**config.mk**
```make
export PLATFORM = sky130hd
export DESIGN_NAME = sar_search
export DESIGN_NICKNAME = d
export VERILOG_FILES = /design/src/rtl/sar_search.sv
export SDC_FILE = /design/constraint.sdc
export NUM_CORES = 1
export LEC_CHECK = 0
export CORE_AREA = 2 2 39 41
export DETAILED_ROUTE_END_ITERATION = 10
export DIE_AREA = 0 0 41 43
export GPL_ROUTABILITY_DRIVEN = 0
export MAX_ROUTING_LAYER = met4
export PLACE_DENSITY = 0.75
export SYNTH_ARGS = -nofsm -noshare
export SYNTH_HDL_FRONTEND = slang
export SYNTH_SLANG_ARGS = --single-unit
export TNS_END_PERCENT = 100
```
**constraint.sdc**
```tcl
create_clock -name clk -period 3.86 [get_ports clk]
set_input_delay 0.579 -clock clk [delete_from_list [all_inputs] [get_ports clk]]
set_output_delay 0.579 -clock clk [all_outputs]
set_load 0.1 [all_outputs]
```
**src/rtl/sar_search.sv**
```systemverilog
// Successive-approximation search: recovers an unsigned value bit by bit from a greater-than oracle.
// Optional abort input enabled by defining SAR_ABORT_EN.
module sar_search #(
  parameter int unsigned WIDTH = 4
) (
  input  logic             clk,
  input  logic             reset,
  input  logic             start_i,
  input  logic             gt_in_i,
`ifdef SAR_ABORT_EN
  input  logic             abort_i,
`endif
  output logic [WIDTH-1:0] probe_o,
  output logic             busy_o,
  output logic             done_o,
  output logic [WIDTH-1:0] result_o
);

  localparam int unsigned IdxW = (WIDTH > 1) ? $clog2(WIDTH) : 1;

  typedef enum logic [1:0] {StIdle, StSearch, StDone} state_e;

  state_e           state_q, state_d;
  logic [WIDTH-1:0] acc_q, acc_d;
  logic [IdxW-1:0]  idx_q, idx_d;
  logic [WIDTH-1:0] result_q, result_d;
  logic [WIDTH-1:0] trial;

  assign trial = acc_q | (WIDTH'(1) << idx_q);

  // Probe one below the trial so that gt_in (X > probe) means X >= trial.
  assign probe_o  = (state_q == StSearch) ? (trial - WIDTH'(1)) : '0;
  assign busy_o   = (state_q == StSearch);
  assign done_o   = (state_q == StDone);
  assign result_o = result_q;

  always_comb begin
    state_d  = state_q;
    acc_d    = acc_q;
    idx_d    = idx_q;
    result_d = result_q;
    unique case (state_q)
      StIdle, StDone: begin
        if (start_i) begin
          acc_d   = '0;
          idx_d   = IdxW'(WIDTH - 1);
          state_d = StSearch;
        end else begin
          state_d = StIdle;
        end
      end
      StSearch: begin
`ifdef SAR_ABORT_EN
        if (abort_i) begin
          state_d = StIdle;
        end else
`endif
        begin
          if (gt_in_i) begin
            acc_d = trial;
          end
          if (idx_q == '0) begin
            result_d = acc_d;
            state_d  = StDone;
          end else begin
            idx_d = idx_q - IdxW'(1);
          end
        end
      end
      default: state_d = StIdle;
    endcase
  end

  always_ff @(posedge clk or posedge reset) begin
    if (reset) begin
      state_q  <= StIdle;
      acc_q    <= '0;
      idx_q    <= '0;
      result_q <= '0;
    end else begin
      state_q  <= state_d;
      acc_q    <= acc_d;
      idx_q    <= idx_d;
      result_q <= result_d;
    end
  end

endmodule

```
Yosys cells after proc, flatten, opt, wreduce, memory -nomap -nowiden

Cells that the tools add are included.

Add/sub/neg operators: 2
Equality and inequality tests: 5
Shift-type cells: 1
Muxes and demuxes: 10
Bitwise logic cells: 1
Reductions and logical operators: 7

Operators with widths:

| kind                | number |
|---|---|
| $mux 4              | 3 |
| $pmux 2 s2          | 2 |
| $pmux 4 s2          | 1 |
| $mux 2              | 3 |
| $logic_not 2->1     | 2 |
| $ne 2x2->1 const B  | 2 |
| $or 4x4->4          | 1 |
| $reduce_and 2->1    | 2 |
| $shl 1x2->4 const A | 1 |
| $sub 4x1->4 const B | 1 |
| $reduce_and 3->1    | 1 |
| $eq 2x1->1 const B  | 1 |
| $eq 2x2->1 const B  | 1 |
| $ne 2x1->1 const B  | 1 |
| $reduce_bool 2->1   | 1 |
| $reduce_or 2->1     | 1 |
| $sub 2x1->2 const B | 1 |
| $mux 1              | 1 |

Bits in registers: 12
Output and inout port bits: 10

Depth between registers and ports, before layout

Gate-level depths: netlist (run 1).

Depth in word-level cells: 4
Gate-level depth with buffers: 6
Depth with buffers taken out: 6

Worst setup path before layout (run 1)

Ideal clock, no wire load.

Path kind: register to output
From: reg idx_q[0]
To: out probe_o[0]
Arrival: 2.787 ns
Required time: 3.281 ns
Setup slack: 0.494 ns
Cell stages (with the launch flop): 4
Cells stage by stage: dfrtp_1 inv_1 ha_1 nor3_1

Word-level cells in the longest chain between the ends: 4

Ends and longest elaborated chain:

| item                   | RTL line | text |
|---|---|---|
| start, declared        | 25       | `logic [IdxW-1:0] idx_q, idx_d;` |
| start signal, assigned | 83       | `idx_q <= idx_d;` |
| $shl 1x2->4            | 29       | `assign trial = acc_q \| (WIDTH'(1) << idx_q);` |
| $or 4x4->4             | 29       |  |
| $sub 4x1->4            | 32       | `assign probe_o = (state_q == StSearch) ? (trial - WIDTH'(1)) : '0;` |
| $mux 4                 | 32       |  |
| end, declared          | 13       | `output logic [WIDTH-1:0] probe_o,` |

No other way between the ends.

Worst setup path after layout (run 1)

From: reg state_q[1]
To: out busy_o

Word-level cells in the longest chain between the ends: 1

Ends and longest elaborated chain:

| item                   | RTL line | text |
|---|---|---|
| start, declared        | 23       | `state_e state_q, state_d;` |
| start signal, assigned | 76       | `state_q <= StIdle;` |
| start signal, assigned | 81       | `state_q <= state_d;` |
| $eq 2x1->1             | 33       | `assign busy_o = (state_q == StSearch);` |
| end, declared          | 14       | `output logic busy_o,` |

No other way between the ends.

==> impl_results.md, run 1 <==
- Syn_area_per_cell: 9.40 µm²
- Metal3 WL: ~53 µm
- CTS H-tree depth: 1
- ANT cells: 0
- Worst-path clk slew: ~0.060 ns
- Number of global-route vias before repair: 482
- Die Ht: between 40 and 50 µm
- GR Overflow Total: 0
- Hold buffers post-CTS: 0
- Final antenna-violating net count: 0
- Pin slew with the least headroom to its limit: 0.961 ns
- Synth-to-Final Area Change: 25.4%
- Initial DRC Count: 8
- Effective utilization at floorplan: approximately 45%
- Worst Setup End Kind: primary output
- Num CTS Buffers: 3
- Worst path arrival time: between 2 and 2.5 ns
- Cell variety after synth: 22
- Post-Syn Instances: 66
- Met1 wire length: approximately 530 µm
- TritonRoute pass-1 iters: 4
- Net total in the final layout: 92
- Final setup fails: 0
- DR vias: about 510
- Largest net degree at the start of global routing: 13
- Clock tree root driver cell: clkbuf_4
- Setup ws final: 1.17 ns
- Initial antenna violation count: 0
- Type of origin of the critical path: flip-flop
- Post-DP Area: between 700 and 800 µm²
- Yosys top cell area share: about half
- Routed met2 length: around 610 µm
- Core area: 0.00138 mm²
- Cts repair resizes: 0
- Gr usage total: between 10% and 20%
- Layout cells sized above 1: under 10%
- Max layer used: met4
- Final instance area: between 700 and 800 µm²
- Die Wd: about 41 µm
- Clk sinks: 12
- Fin crit share: 69.6%
- Clk_lat worst skew: 0.28 ns
- Run status: finished, final reports clean
- Standard-cell row count: 14
- Via/cell ratio: 5.28
- CP max FO: 5
- Yosys reg bits: 12
- Synth area leaders: dfrtp_1 48%, ha_1 10%, a21oi_1 7.3%
- Routed WL: approximately 1.2 mm
- Critical path type: flip-flop to primary output
- Largest area contributor in the netlist: dfrtp_1
- Yosys warning total: 0
- DIE AREA: ~0.0018 mm²
- Post-synth design cell area: just over 600 µm²
- TritonCTS clock tree: done
- Clk buf depth: 2
- MaxCap Viol Count: 0
- RSZ-0062 raised after global routing: no
- Pre-CTS setup slack: 1.46 ns
- Fmax: between 0.3 and 0.4 GHz
- Final number of hold-violating endpoints: 0
- HP Class: flip-flop to flip-flop
- Filler Cell Count: between 100 and 150
- Final min period: 2.69 ns
- WL/cell: ~13 µm
- Clk_skew: ~0.011 ns
- Slew HR: 35.7%
- Syn nets: 75
- Port Buffers: 13
- Hpwl dp: around 930 µm
- CP required: between 3 and 4 ns
- # DRC: 0
- First-pass GRT wire length: approximately 2.1 mm
- Postcts setup bufs: 0
- Fin Hold WS: about 0.48 ns
- Post-route setup TNS: 0 ns
- Num ports: 14
- Max Slew Vio Count: 0
- Sequential share of the synthesized area: 48.4%
cell usage in the layout (no fill, tap or decap), types with 2 or more instances in the layout:
cell              n
dfrtp_1          12
nor2_1            9
a21oi_1           9
clkdlybuf4s50_1   9
inv_1             6
nand2_1           5
ha_1              5
buf_4             4
o21ai_0           3
clkbuf_4          3
o21ai_1           2
nor2b_1           2
per-layer routing:
metal,vias up,GRT usage (%)
met1,240,23.1
met5,-,-
met2,11,27.2
met3,5,6.28
li1,256,-
met4,0,6.00
layout make-up:
type,instances,area [µm²],area share [%]
clock buffers,3,22.5,2.89
multi-input cells,47,293,37.6
well taps,16,20.0,2.57
repair buffers,13,120,15.4
flip-flops and latches,12,300,38.6
inverters,6,22.5,2.89
cell families after synthesis:
kind of cell               Yosys count  synth area share [%]
AOI/OAI and AO/OA                   19                  18.5
buffers and inverters                7                  4.43
adders and majority gates            5                  10.1
DFF                                 12                  48.4
and+or+nand+nor                     22                  17.1
xor gates and xnor gates             1                  1.41
cell usage after synthesis:
library cell and count:
dfrtp_1 12, a21oi_1 9, nor2_1 9, inv_1 6
ha_1 5, nand2_1 5, o21ai_0 3, nor2b_1 2
o21ai_1 2, a2bb2oi_1 1, a311o_1 1, a32o_1 1
and3_1 1, buf_2 1, nand2b_1 1, nand2b_2 1
nand3b_1 1, nor3_1 1, nor3b_1 1, o2111ai_1 1
o21a_1 1, xor2_1 1
worst max-delay path, cell delays in order, from the launching register on:
cell and delay, ns:
dfrtp_1 0.41, nand2b_2 0.22, inv_1 0.08, clkdlybuf4s50_1 1.12
through the flow:
stage	instances	util (%)
global placement	94	54.6
floorplan	66	-
detailed placement	94	54.6
finish	97	56.2
global route	97	56.2
CTS	97	56.2
flip-flops by register name (all words and copies together) (netlist names):
name and count:
result_o 4, idx_q 2, state_q 2, acc_q 4
path summary, 6_finish.rpt:
check / startpoint / endpoint / slack, ns / cells after the start
setup / recovery: state_q[1] / busy_o / 1.17 / 3
hold / removal: result_o[2] / result_o[2] / 0.48 / 2
setup reg to reg: idx_q[0] / result_o[2] / 2.43 / 5
hold reg to reg: result_o[2] / result_o[2] / 0.48 / 2
max in group asynchronous: reset / acc_q[2] / 2.94 / 2
min in group asynchronous: reset / idx_q[1] / 0.60 / 2
Power of run 1 is left out: the tool's default activity adds up to more than one toggle a clock period on the data nets, which glitch-free logic cannot reach.
==> run 2: changes to the inputs <==
--- a/config.mk
+++ b/config.mk
@@ -5,12 +5,12 @@
 export SDC_FILE = /design/constraint.sdc
 export NUM_CORES = 1
 export LEC_CHECK = 0
-export CORE_AREA = 2 2 39 41
+export CORE_MARGIN = 2
+export CORE_UTILIZATION = 42
 export DETAILED_ROUTE_END_ITERATION = 10
-export DIE_AREA = 0 0 41 43
 export GPL_ROUTABILITY_DRIVEN = 0
 export MAX_ROUTING_LAYER = met4
-export PLACE_DENSITY = 0.75
+export PLACE_DENSITY = 0.71
 export SYNTH_ARGS = -nofsm -noshare
 export SYNTH_HDL_FRONTEND = slang
 export SYNTH_SLANG_ARGS = --single-unit
==> constraint.sdc (replaced) <==
create_clock -name clk -period 2.29 [get_ports clk]
set_input_delay 0.3435 -clock clk [delete_from_list [all_inputs] [get_ports clk]]
set_output_delay 0.3435 -clock clk [all_outputs]
set_load 0.1 [all_outputs]
==> run 2 against run 1 <==
Compared with the run above: wire length increased by 2.0%; worst setup slack got worse by 1.1 ns; register-to-register slack got worse by 1.6 ns; die area grew 2.2%; highest routed layer unchanged; largest cell class is now multi-input gates; flip-flop and latch count did not move; via count down 5.1%; hold slack worse by 0.12 ns.
==> impl_results.md, run 2 (synthesized netlist as in run 1, its figures left out) <==
- CP max FO: 6 (+1)
- Port Buffers: 13 (unchanged)
- Leading cell type in the layout, fill and taps excluded: dfrtp_1
- MaxCap Viol Count: 0 (unchanged)
- Gr usage total: 16.6% (-1.8 points)
- Fin crit share: 95.9%
- DR vias: 486 (-5.1%)
- Core area: 0.00133 mm² (-3.6%)
- Cts repair resizes: 0 (unchanged)
- DIE AREA: 0.00180 mm² (+2.2%)
- Clk_lat worst skew: 0.28 ns (about the same)
- Pre-CTS setup slack: 0.314 ns (-1.15 ns)
- Die Wd: 42.4 µm (+3.5%)
- Setup ws final: 0.0948 ns (-1.08 ns)
- Postcts setup bufs: 0 (unchanged)
- Clock tree root driver cell: clkbuf_4
- Worst Setup End Kind: primary output
- Synth-to-Final Area Change: 35.5%
- Net total in the final layout: 92 (unchanged)
- Hpwl dp: 967 µm (+4.5%)
- Worst path arrival time: 1.85 ns (-0.26 ns)
- WL/cell: 12.9 µm (+3.0%)
- ANT cells: 0 (unchanged)
- TritonCTS clock tree: done
- Final number of hold-violating endpoints: 0 (unchanged)
- Commonest non-fill, non-tap cells in the layout: 12 x dfrtp_1, 9 x a21oi_1, 6 x nor2_1, 6 x inv_1, 6 x buf_4
- Layout cells sized above 1: 25.9% (+16 points)
- CTS H-tree depth: 1 (unchanged)
- Initial antenna violation count: 0 (unchanged)
- Hold buffers post-CTS: 0 (unchanged)
- Final antenna-violating net count: 0 (unchanged)
- Slew HR: 69.8% (+34 points)
- First-pass GRT wire length: 2.16 mm (+3.0%)
- GR Overflow Total: 0 (unchanged)
- Clk sinks: 12 (unchanged)
- TritonRoute pass-1 iters: 4 (unchanged)
- Routed WL: 1.24 mm (+2.0%)
- Final setup fails: 0 (unchanged)
- Clk buf depth: 2 (unchanged)
- Type of origin of the critical path: flip-flop
- Via/cell ratio: 5.06 (-4.1%)
- Pin slew with the least headroom to its limit: 0.452 ns (-0.509 ns)
- Util after Layout: 63.0% (+6.8 points)
- Final min period: between 2 and 2.5 ns
- Final instance area: 841 µm² (+8.0%)
- # DRC: 0 (unchanged)
- Effective utilization at floorplan: 46.5% (+1.7 points)
- Num ports: 14 (unchanged)
- Die Ht: 42.4 µm (-1.3%)
- Clk_skew: 0.00902 ns (-0.00149 ns)
- Run status: finished, final reports clean
- Number of global-route vias before repair: 488 (+1.2%)
- Fmax: between 0.4 and 0.5 GHz
- CP required: 1.95 ns (-1.33 ns)
- Critical path type: flip-flop to primary output
- Num CTS Buffers: 3 (unchanged)
- Standard-cell row count: 13 (-1)
- Largest net degree at the start of global routing: 13 (unchanged)
- RSZ-0062 raised after global routing: yes
- Worst-path clk slew: 0.08 ns (+0.02 ns)
- Filler Cell Count: 116 (-12%)
- HP Class: input pin to async pin
- Initial DRC Count: 7 (-1)
- Post-DP Area: 806 µm² (+6.6%)
- Max Slew Vio Count: 0 (unchanged)
run 2: changes by cell type in the layout (fill, tap and decap cells not counted), sizes merged:
cell	change
buf	+6
clkdlybuf4s50	-6
run 2: worst paths after layout:
check                           slack [ns]  depth (start not counted)           to   startpoint
worst max-delay path                  0.09                          7   probe_o[2]     idx_q[0]
worst min-delay path                  0.36                          2  result_o[2]        reset
worst max register to register        0.88                          5  result_o[2]     idx_q[0]
worst min register to register        0.50                          2  result_o[2]  result_o[2]
max in group asynchronous             1.61                          2   state_q[0]        reset
min in group clk                      0.50                          2  result_o[2]  result_o[2]
run 2: per-layer routing:
layer  vias to the layer above  wire length [µm]  global-route usage (%)
met5                         -                 0                       -
met4                         0                15                    5.63
met3                         2                54                    5.17
met2                        12               551                    24.6
met1                       217               621                    21.4
li1                        255                 -                       -
run 2: worst max-delay path, cell delays in order (launching register included):
cell     delay (ns)
dfrtp_1        0.42
inv_1          0.11
ha_2           0.24
nor2_1         0.09
ha_1           0.24
xor2_2         0.19
nor2_4         0.11
buf_12         0.18
run 2: final cells by class:
| class | count | area (µm²) | area share, % |
|---|---|---|---|
| tap | 15 | 18.8 | 2.23 |
| multi-input combinational | 47 | 322 | 38.2 |
| sequential | 12 | 300 | 35.7 |
| clock buffer | 3 | 22.5 | 2.68 |
| inverter | 6 | 22.5 | 2.68 |
| timing repair buffer | 13 | 155 | 18.5 |
run 2: through the flow:
stage               std cells  setup TNS [ns]  hold slack (ns)
detailed placement         93               0            0.481
global placement           93               0            0.463
floorplan                  66        -0.00370            0.208
global route               96               0            0.417
CTS                        96               0            0.386
finish                     96               0            0.362
Power of run 2 is left out for the same reason.
==> RTL edit 1: new RTL, config.mk and constraints of run 2 <==
The 3 states of `state_e` get a one-hot encoding in 3 bits.
--- a/src/rtl/sar_search.sv
+++ b/src/rtl/sar_search.sv
@@ -18,7 +18,7 @@
 
   localparam int unsigned IdxW = (WIDTH > 1) ? $clog2(WIDTH) : 1;
 
-  typedef enum logic [1:0] {StIdle, StSearch, StDone} state_e;
+  typedef enum logic [2:0] {StIdle = 3'b001, StSearch = 3'b010, StDone = 3'b100} state_e;
 
   state_e           state_q, state_d;
   logic [WIDTH-1:0] acc_q, acc_d;
Check against the original RTL: no difference found for any inputs over 10 cycles, from zero or initial values and one cycle with reset high; not proved beyond that.
==> RTL edit 1 against run 2 <==
Sequential cell count up 1; cell area up 10%; critical path depth down 1; worst setup slack better by 0.044 ns; wire length up 1.9%; non-clock buffer count unchanged; count of clock-buffer cells in the layout up 1; synthesized area up 12%; clock skew down 0.0068 ns.
==> RTL edit 1: results (changes against run 2) <==
Run status
  • Run status: finished clean (unchanged)

Cells and area
  • Non-filler cells, final: 101 (was 96)
  • Total number of nets in the final design: 95 (was 92)
  • Fraction of layout cells with a size suffix above 1: 29.4% (was 25.9%)

Worst setup path
  • Data arrival time of the worst path: 1.81 ns (was 1.85 ns)
  • Highest net fanout along the worst path: 5 (was 6)

Logic synthesis
  • Leading cell types by total area after synthesis: sky130_fd_sc_hd__dfrtp_1, sky130_fd_sc_hd__ha_1, sky130_fd_sc_hd__nor2_1 (was sky130_fd_sc_hd__dfrtp_1, sky130_fd_sc_hd__ha_1, sky130_fd_sc_hd__a21oi_1)
  • Post-Synthesis Mean Instance Area: 9.96 um2 (was 9.40 um2)
  • Number of distinct library cells after synthesis: 26 (was 22)
  • Leading post-synthesis cells by instance count: sky130_fd_sc_hd__nor2_1, sky130_fd_sc_hd__dfrtp_1, sky130_fd_sc_hd__a21oi_1, sky130_fd_sc_hd__ha_1, sky130_fd_sc_hd__a31oi_1 (was sky130_fd_sc_hd__dfrtp_1, sky130_fd_sc_hd__a21oi_1, sky130_fd_sc_hd__nor2_1, sky130_fd_sc_hd__inv_1)

Global route
  • Vias in the first global route: 531 (was 488)
  • Met3 demand-to-capacity share in global routing: 2.40% (was 5.17%)
  • Overall fraction of global-route tracks in use: 16.4% (was 16.6%)
  • Met1 Use GR: 20.8% (was 21.4%)
  • Maximum number of pins on one net before global-route repair: 14 (was 13)
  • Met2 usage in global routing: 25.2% (was 24.6%)
  • Wire length of the first global-routing pass: 2280 um (was 2160 um)

Place
  • Post-Place Worst Slack: 0.351 ns (was 0.314 ns)
  • Hpwl dp: 1000 um (was 967 um)
  • Cells after DPL: 97 (was 93)

Route
  • Wire length on met3: 33 um (was 54 um)
  • Initial DRC count: 17 (was 7)
  • Wl on met1: 597 um (was 621 um)
  • Number of vias per cell: 5.28 (was 5.06)

Floorplanning
  • Core region area: 0.00152 mm2 (was 0.00133 mm2)

Timing
  • Measured slew at the worst slew-check pin: 0.480 ns (was 0.452 ns)
  • Setup Skew: 0.00222 ns (was 0.00902 ns)
[RTL edit 1: cell types whose count changed after synthesis, moves of 2 or more]
cell / delta
sky130_fd_sc_hd__a31oi_1: +4
sky130_fd_sc_hd__o21ai_1: -2
sky130_fd_sc_hd__and2b_1: +2
sky130_fd_sc_hd__nor2_1: +6
sky130_fd_sc_hd__inv_1: -3
sky130_fd_sc_hd__nand2_1: -4
sky130_fd_sc_hd__o21ai_0: -2
[RTL edit 1: critical path, stage by stage (launching register included)]
cell and delay (ns):
sky130_fd_sc_hd__dfrtp_1 0.44, sky130_fd_sc_hd__inv_2 0.11, sky130_fd_sc_hd__ha_2 0.21, sky130_fd_sc_hd__nor2_1 0.08
sky130_fd_sc_hd__a311o_1 0.35, sky130_fd_sc_hd__and3_1 0.19, sky130_fd_sc_hd__buf_12 0.17
[RTL edit 1: worst paths after layout]
path | to | cells after the start | from | slack [ns]
max | probe_o[3] | 6 | idx_q[0] | 0.14
min | result_o[1] | 2 | reset | 0.39
max reg2reg | idx_q[1] | 5 | idx_q[0] | 0.89
min reg2reg | result_o[3] | 2 | result_o[3] | 0.54
max in group asynchronous | state_q[0] | 2 | reset | 1.56
min in group clk | result_o[3] | 2 | result_o[3] | 0.54
[RTL edit 1: cell families after synthesis]
logic type               Yosys count  synth area share [%]
XOR/XNOR                           2                  2.51
AO/OA/AOI/OAI                     18                  16.2
AND/OR/NAND/NOR                   25                  19.7
flip-flops                        13                  46.9
buffers and inverters              6                  4.31
multiplexers                       1                  1.44
adder cells (fa/ha/maj)            5                  8.98
[RTL edit 1: cell type report]
type	instances	area [um2]	share of cell area, %
multi-input cells	51	368	39.6
well taps	16	20.0	2.16
inverters	4	20.0	2.16
flip-flops and latches	13	327	35.2
clock buffers	4	26.3	2.83
repair buffers	13	168	18.1
==> RTL edit 2: new RTL, config.mk and constraints of run 2 <==
Without the edit above. The option `SAR_ABORT_EN` is turned on by a define.
--- a/src/rtl/sar_search.sv
+++ b/src/rtl/sar_search.sv
@@ -1,5 +1,7 @@
 // Successive-approximation search: recovers an unsigned value bit by bit from a greater-than oracle.
 // Optional abort input enabled by defining SAR_ABORT_EN.
+`define SAR_ABORT_EN
+
 module sar_search #(
   parameter int unsigned WIDTH = 4
 ) (
Ports: changed (added abort_i); port bits go from 14 to 15. The function was not compared with the original's and may differ.
==> RTL edit 2 against run 2 <==
Synthesized area is 6.7% higher; wire length up 9.9%; cell area increased by 8.9%; sequential cell count is the same; critical path depth down 1; worst setup slack worse by 0.0050 ns; register-to-register slack worse by 0.03 ns.
Power is not shown: default switching activity piles up to over one toggle a cycle in this logic, so the estimate is an artifact.
==> RTL edit 2: results (changes against run 2) <==
Place
  • Hpwl dp: 1020 um (was 967 um)
  • Placement Cell Area: 865 um2 (was 806 um2)
  • PortBufs: 14 (was 13)
  • Post-Place Worst Slack: 0.292 ns (was 0.314 ns)
  • Cells after DPL: 92 (was 93)

Worst setup path
  • Slack of the worst reg-to-reg path: 0.85 ns (was 0.88 ns)
  • Data arrival time of the worst path: 1.86 ns
  • FF-to-FF Start: idx_q[1] (was idx_q[0])
  • R2r endpoint: result_o[1] (was result_o[2])
  • Critical Path Sink: probe_o[3] (was probe_o[2])
  • Category of cells accounting for the largest share of critical-path delay: flip-flops (was adder cells)
  • Highest net fanout along the worst path: 4 (was 6)

Timing
  • Setup Skew: 0.00269 ns (was 0.00902 ns)
  • Setup slack after layout: 0.0898 ns (was 0.0948 ns)
  • Max-slew headroom at the worst pin: 68.5% (was 69.8%)
  • Final setup violation count: 0 (unchanged)

Route
  • Detailed-route via count: 527 (was 486)
  • First-pass iteration count of the detailed router: 3 (was 4)
  • Number of vias per cell: 5.49 (was 5.06)
  • Wire per inst: 14.2 um (was 12.9 um)

Logic synthesis
  • Net count after synthesis: 73 (was 75)
  • Leading post-synthesis cells by instance count: sky130_fd_sc_hd__dfrtp_1, sky130_fd_sc_hd__nor2_1, sky130_fd_sc_hd__a21oi_1, sky130_fd_sc_hd__ha_1, sky130_fd_sc_hd__inv_1 (was sky130_fd_sc_hd__dfrtp_1, sky130_fd_sc_hd__a21oi_1, sky130_fd_sc_hd__nor2_1, sky130_fd_sc_hd__inv_1)
  • Complex-gate fraction of the synthesized area: 21.7% (was 18.5%)
  • Fraction of the yosys area taken by sequential cells: 45.4% (was 48.4%)
  • Xor and xnor fraction of the mapped netlist area: 1.32% (was 1.41%)
  • Leading cell types by total area after synthesis: sky130_fd_sc_hd__dfrtp_1, sky130_fd_sc_hd__ha_1, sky130_fd_sc_hd__a21oi_1 (unchanged)
  • Post-synthesis adder-cell area fraction: 9.45% (was 10.1%)
  • Post-synthesis instance total: 63 (was 66)
  • Number of distinct library cells after synthesis: 23 (was 22)

Cells and area
  • Fraction of layout cells with a size suffix above 1: 33.8% (was 25.9%)

Global route
  • Wire length of the first global-routing pass: 2180 um (was 2160 um)
  • Overall fraction of global-route tracks in use: 15.9% (was 16.6%)

Run status
  • Run status: finished clean (unchanged)

Min path
  • Path class of the lowest-slack min-delay path: primary input to async pin (unchanged)
-- RTL edit 2: cell types whose count changed in the layout (fill, tap and decap cells not counted), sizes merged, moves of 2 or more --
cell,before,now
nand2,5,0
o21ai,5,0
a22o,0,4
nor2b,2,0
-- RTL edit 2: cells by family after synthesis --
group | after synthesis
AOI/OAI and AO/OA | 19
buffers and inverters | 7
DFF | 12
and+or+nand+nor | 19
adders and majority gates | 5
xor gates and xnor gates | 1
-- RTL edit 2: layout make-up --
| class | count | area (um2) |
|---|---|---|
| Multi-Input combinational cell | 44 | 355 |
| Inverter | 5 | 18.8 |
| Clock buffer | 4 | 36.3 |
| Timing Repair Buffer | 15 | 185 |
| Tap cell | 16 | 20.0 |
| Sequential cell | 12 | 300 |
| Fill cell | 116 | 573 |
-- RTL edit 2: worst min path at each step --
| stage | start | to | slack, ns | cells after the start |
|---|---|---|---|---|
| floorplan | reset | acc_q[0] | 0.21 | 1 |
| global placement | acc_q[2] | acc_q[2] | 0.52 | 1 |
| detailed placement | acc_q[2] | acc_q[2] | 0.52 | 1 |
| CTS | reset | state_q[1] | 0.38 | 2 |
| global route | reset | state_q[0] | 0.43 | 2 |
| finish | reset | acc_q[0] | 0.37 | 2 |
-- RTL edit 2: per-stage QoR --
stage / TNS, ns / hold WS [ns]
floorplan: -0.0101 / 0.208
detailed placement: 0 / 0.519
finish: 0 / 0.374
global placement: 0 / 0.517
CTS: 0 / 0.383
global route: -0.00554 / 0.429
-- RTL edit 2: per-layer routing --
layer | vias up | share of wire, % | track usage [%]
li1 | 258 | - | -
met1 | 255 | 46 | 20.9
met2 | 10 | 48 | 23.8
met3 | 4 | 2.8 | 2.50
met4 | 0 | 2.4 | 7.88
met5 | - | 0 | -
-- RTL edit 2: timing repair --
action,CTS,global route
setup endpoints to repair,1,3
hold buffers,0,0
setup buffers,0,0
resized for setup,1,3
